===== config.mk =====
export PLATFORM = sky130hd
export DESIGN_NAME = base_req_hold_flat
export DESIGN_NICKNAME = d
export VERILOG_FILES = /design/src/rtl/base_req_hold_if.sv /design/src/rtl/base_req_hold.sv /design/src/flat_wrapper.sv
export SDC_FILE = /design/constraint.sdc
export NUM_CORES = 1
export LEC_CHECK = 0
export BUFFER_PORTS_ARGS = -buffer_cell sky130_fd_sc_hd__buf_2
export CORE_AREA = 2 2 39 41
export DETAILED_ROUTE_END_ITERATION = 10
export DIE_AREA = 0 0 41 43
export PLACE_DENSITY = 0.45
export SYNTH_ARGS = -nofsm -noshare
export SYNTH_HDL_FRONTEND = slang
export SYNTH_SLANG_ARGS = --single-unit

===== constraint.sdc =====
create_clock -name clk -period 2.4 [get_ports clk]
set_input_delay 0.12 -clock clk [delete_from_list [all_inputs] [get_ports clk]]
set_output_delay 0.12 -clock clk [all_outputs]
set_load 0.005 [all_outputs]

===== src/rtl/base_req_hold_if.sv =====
// ----------------------------------------------------------------------------
// base_req_hold_if : request/grant bundle between requesters and the encoder.
// Revision: 1.0
// ----------------------------------------------------------------------------
`default_nettype none

interface base_req_hold_if #(
  parameter int WAYS = 2
);
  logic [0:WAYS-1] i_v;
  logic [0:WAYS-1] o_r;
  logic [0:WAYS-1] o_req;
  logic [0:WAYS-1] i_gnt;
  logic [0:WAYS-1] o_done;
  logic            o_any;
  logic            o_err;

  modport master (
    output i_v, i_gnt,
    input  o_r, o_req, o_done, o_any, o_err
  );

  modport slave (
    input  i_v, i_gnt,
    output o_r, o_req, o_done, o_any, o_err
  );
endinterface

`default_nettype wire


===== src/rtl/base_req_hold.sv =====
// ----------------------------------------------------------------------------
// base_req_hold : per-way outstanding-request counters feeding a priority
//                 encoder, retiring one request per grant, sticky error flag.
// Revision: 1.0
// ----------------------------------------------------------------------------
`default_nettype none

module base_req_hold #(
  parameter int WAYS = 2,
  parameter int CNTW = 2
) (
  input  wire logic         clk,
  input  wire logic         reset,
  base_req_hold_if.slave    bus
);

  localparam logic [CNTW-1:0] c_max = '1;

  logic [CNTW-1:0] cnt_q [WAYS];
  logic [CNTW-1:0] cnt_d [WAYS];
  logic [0:WAYS-1] done_q;
  logic            err_q;

  logic [0:WAYS-1] w_rdy;
  logic [0:WAYS-1] w_req;
  logic [0:WAYS-1] w_inc;
  logic [0:WAYS-1] w_dec;
  logic            w_ovf;
  logic            w_idle;
  logic            w_multi;

  for (genvar w = 0; w < WAYS; w++) begin : g_way
    assign w_rdy[w] = (cnt_q[w] != c_max);
    assign w_req[w] = (cnt_q[w] != '0);
  end

  assign w_inc   = bus.i_v & w_rdy;
  assign w_dec   = bus.i_gnt & w_req;
  assign w_ovf   = |(bus.i_v & ~w_rdy);
  assign w_idle  = |(bus.i_gnt & ~w_req);
  assign w_multi = ($countones(bus.i_gnt) > 1);

  // Simultaneous accept and retire on one way cancel out.
  always_comb begin
    for (int w = 0; w < WAYS; w++) begin
      cnt_d[w] = cnt_q[w];
      if (w_inc[w] && !w_dec[w]) begin
        cnt_d[w] = cnt_q[w] + CNTW'(1);
      end else if (!w_inc[w] && w_dec[w]) begin
        cnt_d[w] = cnt_q[w] - CNTW'(1);
      end
    end
  end

  always_ff @(posedge clk) begin
    if (reset) begin
      for (int w = 0; w < WAYS; w++) begin
        cnt_q[w] <= '0;
      end
      done_q <= '0;
      err_q  <= 1'b0;
    end else begin
      for (int w = 0; w < WAYS; w++) begin
        cnt_q[w] <= cnt_d[w];
      end
      done_q <= w_dec;
      err_q  <= err_q | w_ovf | w_idle | w_multi;
    end
  end

  assign bus.o_r    = w_rdy;
  assign bus.o_req  = w_req;
  assign bus.o_any  = |w_req;
  assign bus.o_done = done_q;
  assign bus.o_err  = err_q;

endmodule

`default_nettype wire


===== src/flat_wrapper.sv =====
// flat-port wrapper written by rule: the top's interface ports become plain ports
module base_req_hold_flat 
#(
  parameter int WAYS = 2,
  parameter int CNTW = 2
)
  (clk, reset, bus_i_v, bus_i_gnt, bus_o_r, bus_o_req, bus_o_done, bus_o_any, bus_o_err);
  base_req_hold_if #(.WAYS(WAYS)) bus_i ();
  input  wire logic clk;
  input  wire logic reset;
  input wire logic [$bits(bus_i.i_v)-1:0] bus_i_v;
  input wire logic [$bits(bus_i.i_gnt)-1:0] bus_i_gnt;
  output wire logic [$bits(bus_i.o_r)-1:0] bus_o_r;
  output wire logic [$bits(bus_i.o_req)-1:0] bus_o_req;
  output wire logic [$bits(bus_i.o_done)-1:0] bus_o_done;
  output wire logic [$bits(bus_i.o_any)-1:0] bus_o_any;
  output wire logic [$bits(bus_i.o_err)-1:0] bus_o_err;
  assign bus_i.i_v = bus_i_v;
  assign bus_i.i_gnt = bus_i_gnt;
  assign bus_o_r = bus_i.o_r;
  assign bus_o_req = bus_i.o_req;
  assign bus_o_done = bus_i.o_done;
  assign bus_o_any = bus_i.o_any;
  assign bus_o_err = bus_i.o_err;
  base_req_hold #(.WAYS(WAYS), .CNTW(CNTW)) u_core (.clk(clk), .reset(reset), .bus(bus_i));
endmodule

== After elaboration in Yosys (flattened, before gate mapping) ==
Memories as Yosys holds them, arrays and structs flattened.
Cells that the tools add are included.

* Register bits: 3
* Bits in writable memories: 4
* Input bits: 6
* Output and inout bits: 8
* Logic and storage cells: 44
* Memories: 1

{| class="wikitable"
|+ Memory list
! name !! depth !! width !! rd ports !! clocked after memory_dff !! wr ports !! line !! text
|-
| u_core.cnt_q || 2 || 2 || 2 || 0 || 2 || base_req_hold.sv:19 || <nowiki>logic [CNTW-1:0] cnt_q [WAYS];</nowiki>
|}

* Add/subtract/negate cells: 5
* $lt $le $gt $ge: 1
* Equality and inequality tests: 2
* Mux-type cells: 9
* Bitwise logic cells: 11
* Reduce and logical (&&, ||, !) cells: 13

{| class="wikitable"
|+ Operators with widths
! cell !! number
|-
| $gt 32x2->1 const B || 1
|-
| $mux 2 || 6
|-
| $and 2x2->2 || 4
|-
| $reduce_or 2->1 || 3
|-
| $or 1x1->1 || 5
|-
| $add 2x1->2 const B || 2
|-
| $logic_and 1x1->1 || 4
|-
| $logic_not 1->1 || 4
|-
| $ne 2x2->1 const B || 2
|-
| $not 2->2 || 2
|-
| $reduce_bool 2->1 || 2
|-
| $sub 2x1->2 const B || 2
|-
| $mux 1 || 3
|-
| $add 1x1->2 || 1
|}

== Logic depth before layout (Yosys ltp) ==
An unclocked memory read counts as a cell.

* Word-level depth: 8
* Depth in mapped cells: 6

== Least setup slack after synthesis ==
No wires, ideal clock.

* Path type: register -> register
* Start point: mem u_core.cnt_q[0][0]
* End point: mem u_core.cnt_q[0][1]
* Setup time: 0.070 ns
* Arrival time: 1.407 ns
* Setup slack: 0.924 ns
* Cell stages (with the launch flop): 6
* Path buffers: 0
* Clock period less this slack: 1.476 ns
* Cells stage by stage: dfxtp_1 > nand2_1 > and2_1 > ha_1 > or3_1 > a21oi_1

{| class="wikitable"
|+ RTL lines
! element !! line
|-
| start, declared || base_req_hold.sv:19
|}

==> results.py <==
metrics = {
    "outcome": {
        "status": "finished clean",
    },
    "sta": {
        "hold_violations": 0,
        "fmax_ghz": 0.647,
        "fin_skew_ps": 0.353,
        "setup_ws_ps": 853,
        "worstMarginPinSlew_ps": 269,
        "tns_ps": 0,
        "timing.slew.headroom_pct": 81.9,
        "finalSetupViolCount": 0,
        "fin_crit_ps": 1550,
        "slew_viol_final": 0,
        "period_share_pct": 64.4,
        "rsz0062_at_grt": "no",
    },
    "power_and_ir_drop": {
        "ir_drop_mv": 0.441,
        "p_leak_nw": 0.208,
        "power.density_nw_per_um2": 1320,
    },
    "global_routing": {
        "grt_pass1_vias": 285,
        "busiest_layer": "met2",
        "grt_pass1_wl_mm": 1.12,
        "grt_use_met3_pct": 4.71,
        "grt_max_degree": 8,
        "grt_use_met1_pct": 11.5,
        "grt_use_met2_pct": 13.1,
        "antenna_found_initial": 0,
        "track_usage_pct": 10.2,
        "grt_overflow": 0,
    },
    "critical_path": {
        "cp_slowest_cell": "dfxtp_1",
        "cp.required_ps": 2590,
        "crit_type": "register to register",
        "worst-path-max-fanout": 6,
        "crit_arrival_ps": 1730,
        "crit_buf_inv": 0,
        "cp_top_family": "simple AND/OR/NAND/NOR gates",
        "start_kind": "register",
        "crit_path_end_kind": "register",
        "path_cells": "nand2_1 > and2_1 > ha_1 > or3_1 > a21oi_1",
        "max_stage_delay_ps": 440,
    },
    "logic_synthesis": {
        "yosys-mux-area-fraction_pct": 0,
        "yosysTopAreaCellShare_pct": 43.1,
        "synth_xor_area_share_pct": 10.8,
        "ys_ff_latch": 7,
        "syn_area_um2": 325,
        "synth_top_family_by_area": "simple AND/OR/NAND/NOR gates",
        "yosysSeqAreaShare_pct": 43.1,
        "yosys.area_share.simple_pct": 21.2,
        "yosys.area.top_type": "dfxtp_1",
        "synth_fa_ha_area_share_pct": 7.69,
        "synth_compound_area_share_pct": 15.0,
        "ys_types": 12,
        "syn_nets": 47,
        "netlist_instances": 39,
        "syn_area_per_cell_um2": 8.34,
        "ys_warn_count": 0,
        "ys_top_cells_by_area": "dfxtp_1, xor2_1, ha_1, o21ai_0, nor2_1",
    },
    "final_layout": {
        "multiInputGateArea_um2": 178,
        "antenna_cells": 0,
        "regArea_um2": 140,
        "drive_above_1_share_pct": 28.6,
        "fill_cells": 148,
        "synthToLayoutAreaGrowth_pct": 34.2,
        "layout.nets": 65,
    },
    "floorplan": {
        "die_w_um": 41,
        "num_rows": 14,
        "die_h_um": 43,
        "initial_utilization_pct": 23.5,
        "die_area_um2": 1760,
        "io_pins": 14,
        "core_area_um2": 1380,
    },
    "route": {
        "drc_errors": 0,
        "wl_um": 699,
        "vias": 317,
        "drt_iter0_drc": 4,
        "vias_per_cell": 4.40,
        "dr.pass1.iters": 4,
        "detail_route.wl_per_cell_um": 9.71,
        "ant_nets": 0,
    },
    "clock_tree": {
        "cts_tree": "done",
        "clkLatencyLatePin_ps": 250,
        "clock-sinks": 7,
        "clk_pin_slew_worst_paths_ps": 50,
        "cts_resized": 0,
        "clockBufferDepth": 2,
        "cts_inserted_buffers": 3,
        "cts-htree-levels": 1,
        "cts_hold_buf": 0,
        "root_buffer": "clkbuf_4",
        "cts_setup_buffers": 0,
    },
    "placement": {
        "place.gp.congestion": 0.655,
        "dp_slack_ps": 868,
        "dpl.hpwl_um": 511,
        "numPortBuffers": 13,
    },
    "min_path": {
        "hold_path_class": "input port to register",
    },
    "job": {
        "cap_violations": 0,
    },
}
==> cell families (layout without fill, tap and decap cells) <==
kind of cell             count (synthesis)  count (layout)
AO/OA/AOI/OAI                            9               9
buffers and inverters                    2              19
flip-flops                               7               7
XOR/XNOR                                 4               4
AND/OR/NAND/NOR                         15              15
adder cells (fa/ha/maj)                  2               2
==> flip-flops by register name (all words and copies together), names as in the netlist <==
register and flops:
u_core.bus.o_err 1, u_core.bus.o_done 2, u_core.cnt_q 4
==> per-layer routing <==
layer | up-vias | share of wire (%)
met4 | 0 | 1.6
met5 | - | 0
met3 | 2 | 6.4
li1 | 167 | -
met1 | 139 | 49
met2 | 9 | 43
==> report_power, final <==
part	internal, mW	leakage, nW	switching, mW
clock network	0.0635	0.0150	0.0450
registers	0.162	0.0579	0.0562
logic	0.126	0.135	0.126
==> worst reg2reg max path, stage by stage (launching register included) <==
cell and delay, ps:
dfxtp_1 440, nand2_1 90, and2_1 160, ha_1 300
or3_1 350, a21oi_1 140
==> area by class of cell <==
class / instances / share of cell area [%]
well taps: 16 / 4.58
multi-input cells: 30 / 40.7
clock buffers: 4 / 6.02
repair buffers: 13 / 14.9
flip-flops and latches: 7 / 32.1
inverters: 2 / 1.72
==> cell usage in the layout (no fill, tap or decap), drive strengths merged, types with 3 or more instances in the layout <==
| master | n |
|---|---|
| clkbuf | 4 |
| nand2 | 3 |
| a21oi | 3 |
| nor2 | 6 |
| buf | 13 |
| dfxtp | 7 |
| o21ai | 5 |
| xor2 | 4 |
==> Yosys cell counts (all sizes together) <==
library cell	n
nor2	6
o21ai	5
inv	2
nand2	3
nand3	2
and2	2
dfxtp	7
ha	2
xor2	4
a41oi	1
a21oi	3
or3	2
==> metrics by stage <==
| stage | power [mW] | hold slack (ps) | util, % | instances | area [µm²] |
|---|---|---|---|---|---|
| 6_report | 0.578 | 117 | 31.6 | 72 | 437 |
| 5_1_grt | 0.640 | 124 | 31.6 | 72 | 437 |
| 4_1_cts | 0.586 | 114 | 31.6 | 72 | 437 |
| 3_5_place_dp | 0.471 | 388 | 29.7 | 68 | 410 |
| 3_3_place_gp | 0.471 | 398 | 29.7 | 68 | 410 |
| 2_1_floorplan | 0.378 | 189 | - | 39 | 325 |
==> worst paths after layout <==
path | start | to | slack [ps] | cells after the start
max | u_core.cnt_q[0][0]$_SDFFE_PP0P_ | u_core.cnt_q[0][1]$_SDFFE_PP0P_ | 850 | 5
min | reset | u_core.cnt_q[0][3]$_SDFFE_PP0P_ | 120 | 2
max reg2reg | u_core.cnt_q[0][0]$_SDFFE_PP0P_ | u_core.cnt_q[0][1]$_SDFFE_PP0P_ | 850 | 5
min reg2reg | u_core.cnt_q[0][3]$_SDFFE_PP0P_ | u_core.cnt_q[0][3]$_SDFFE_PP0P_ | 540 | 2
Note: power is estimated with default switching activity, not from simulation.
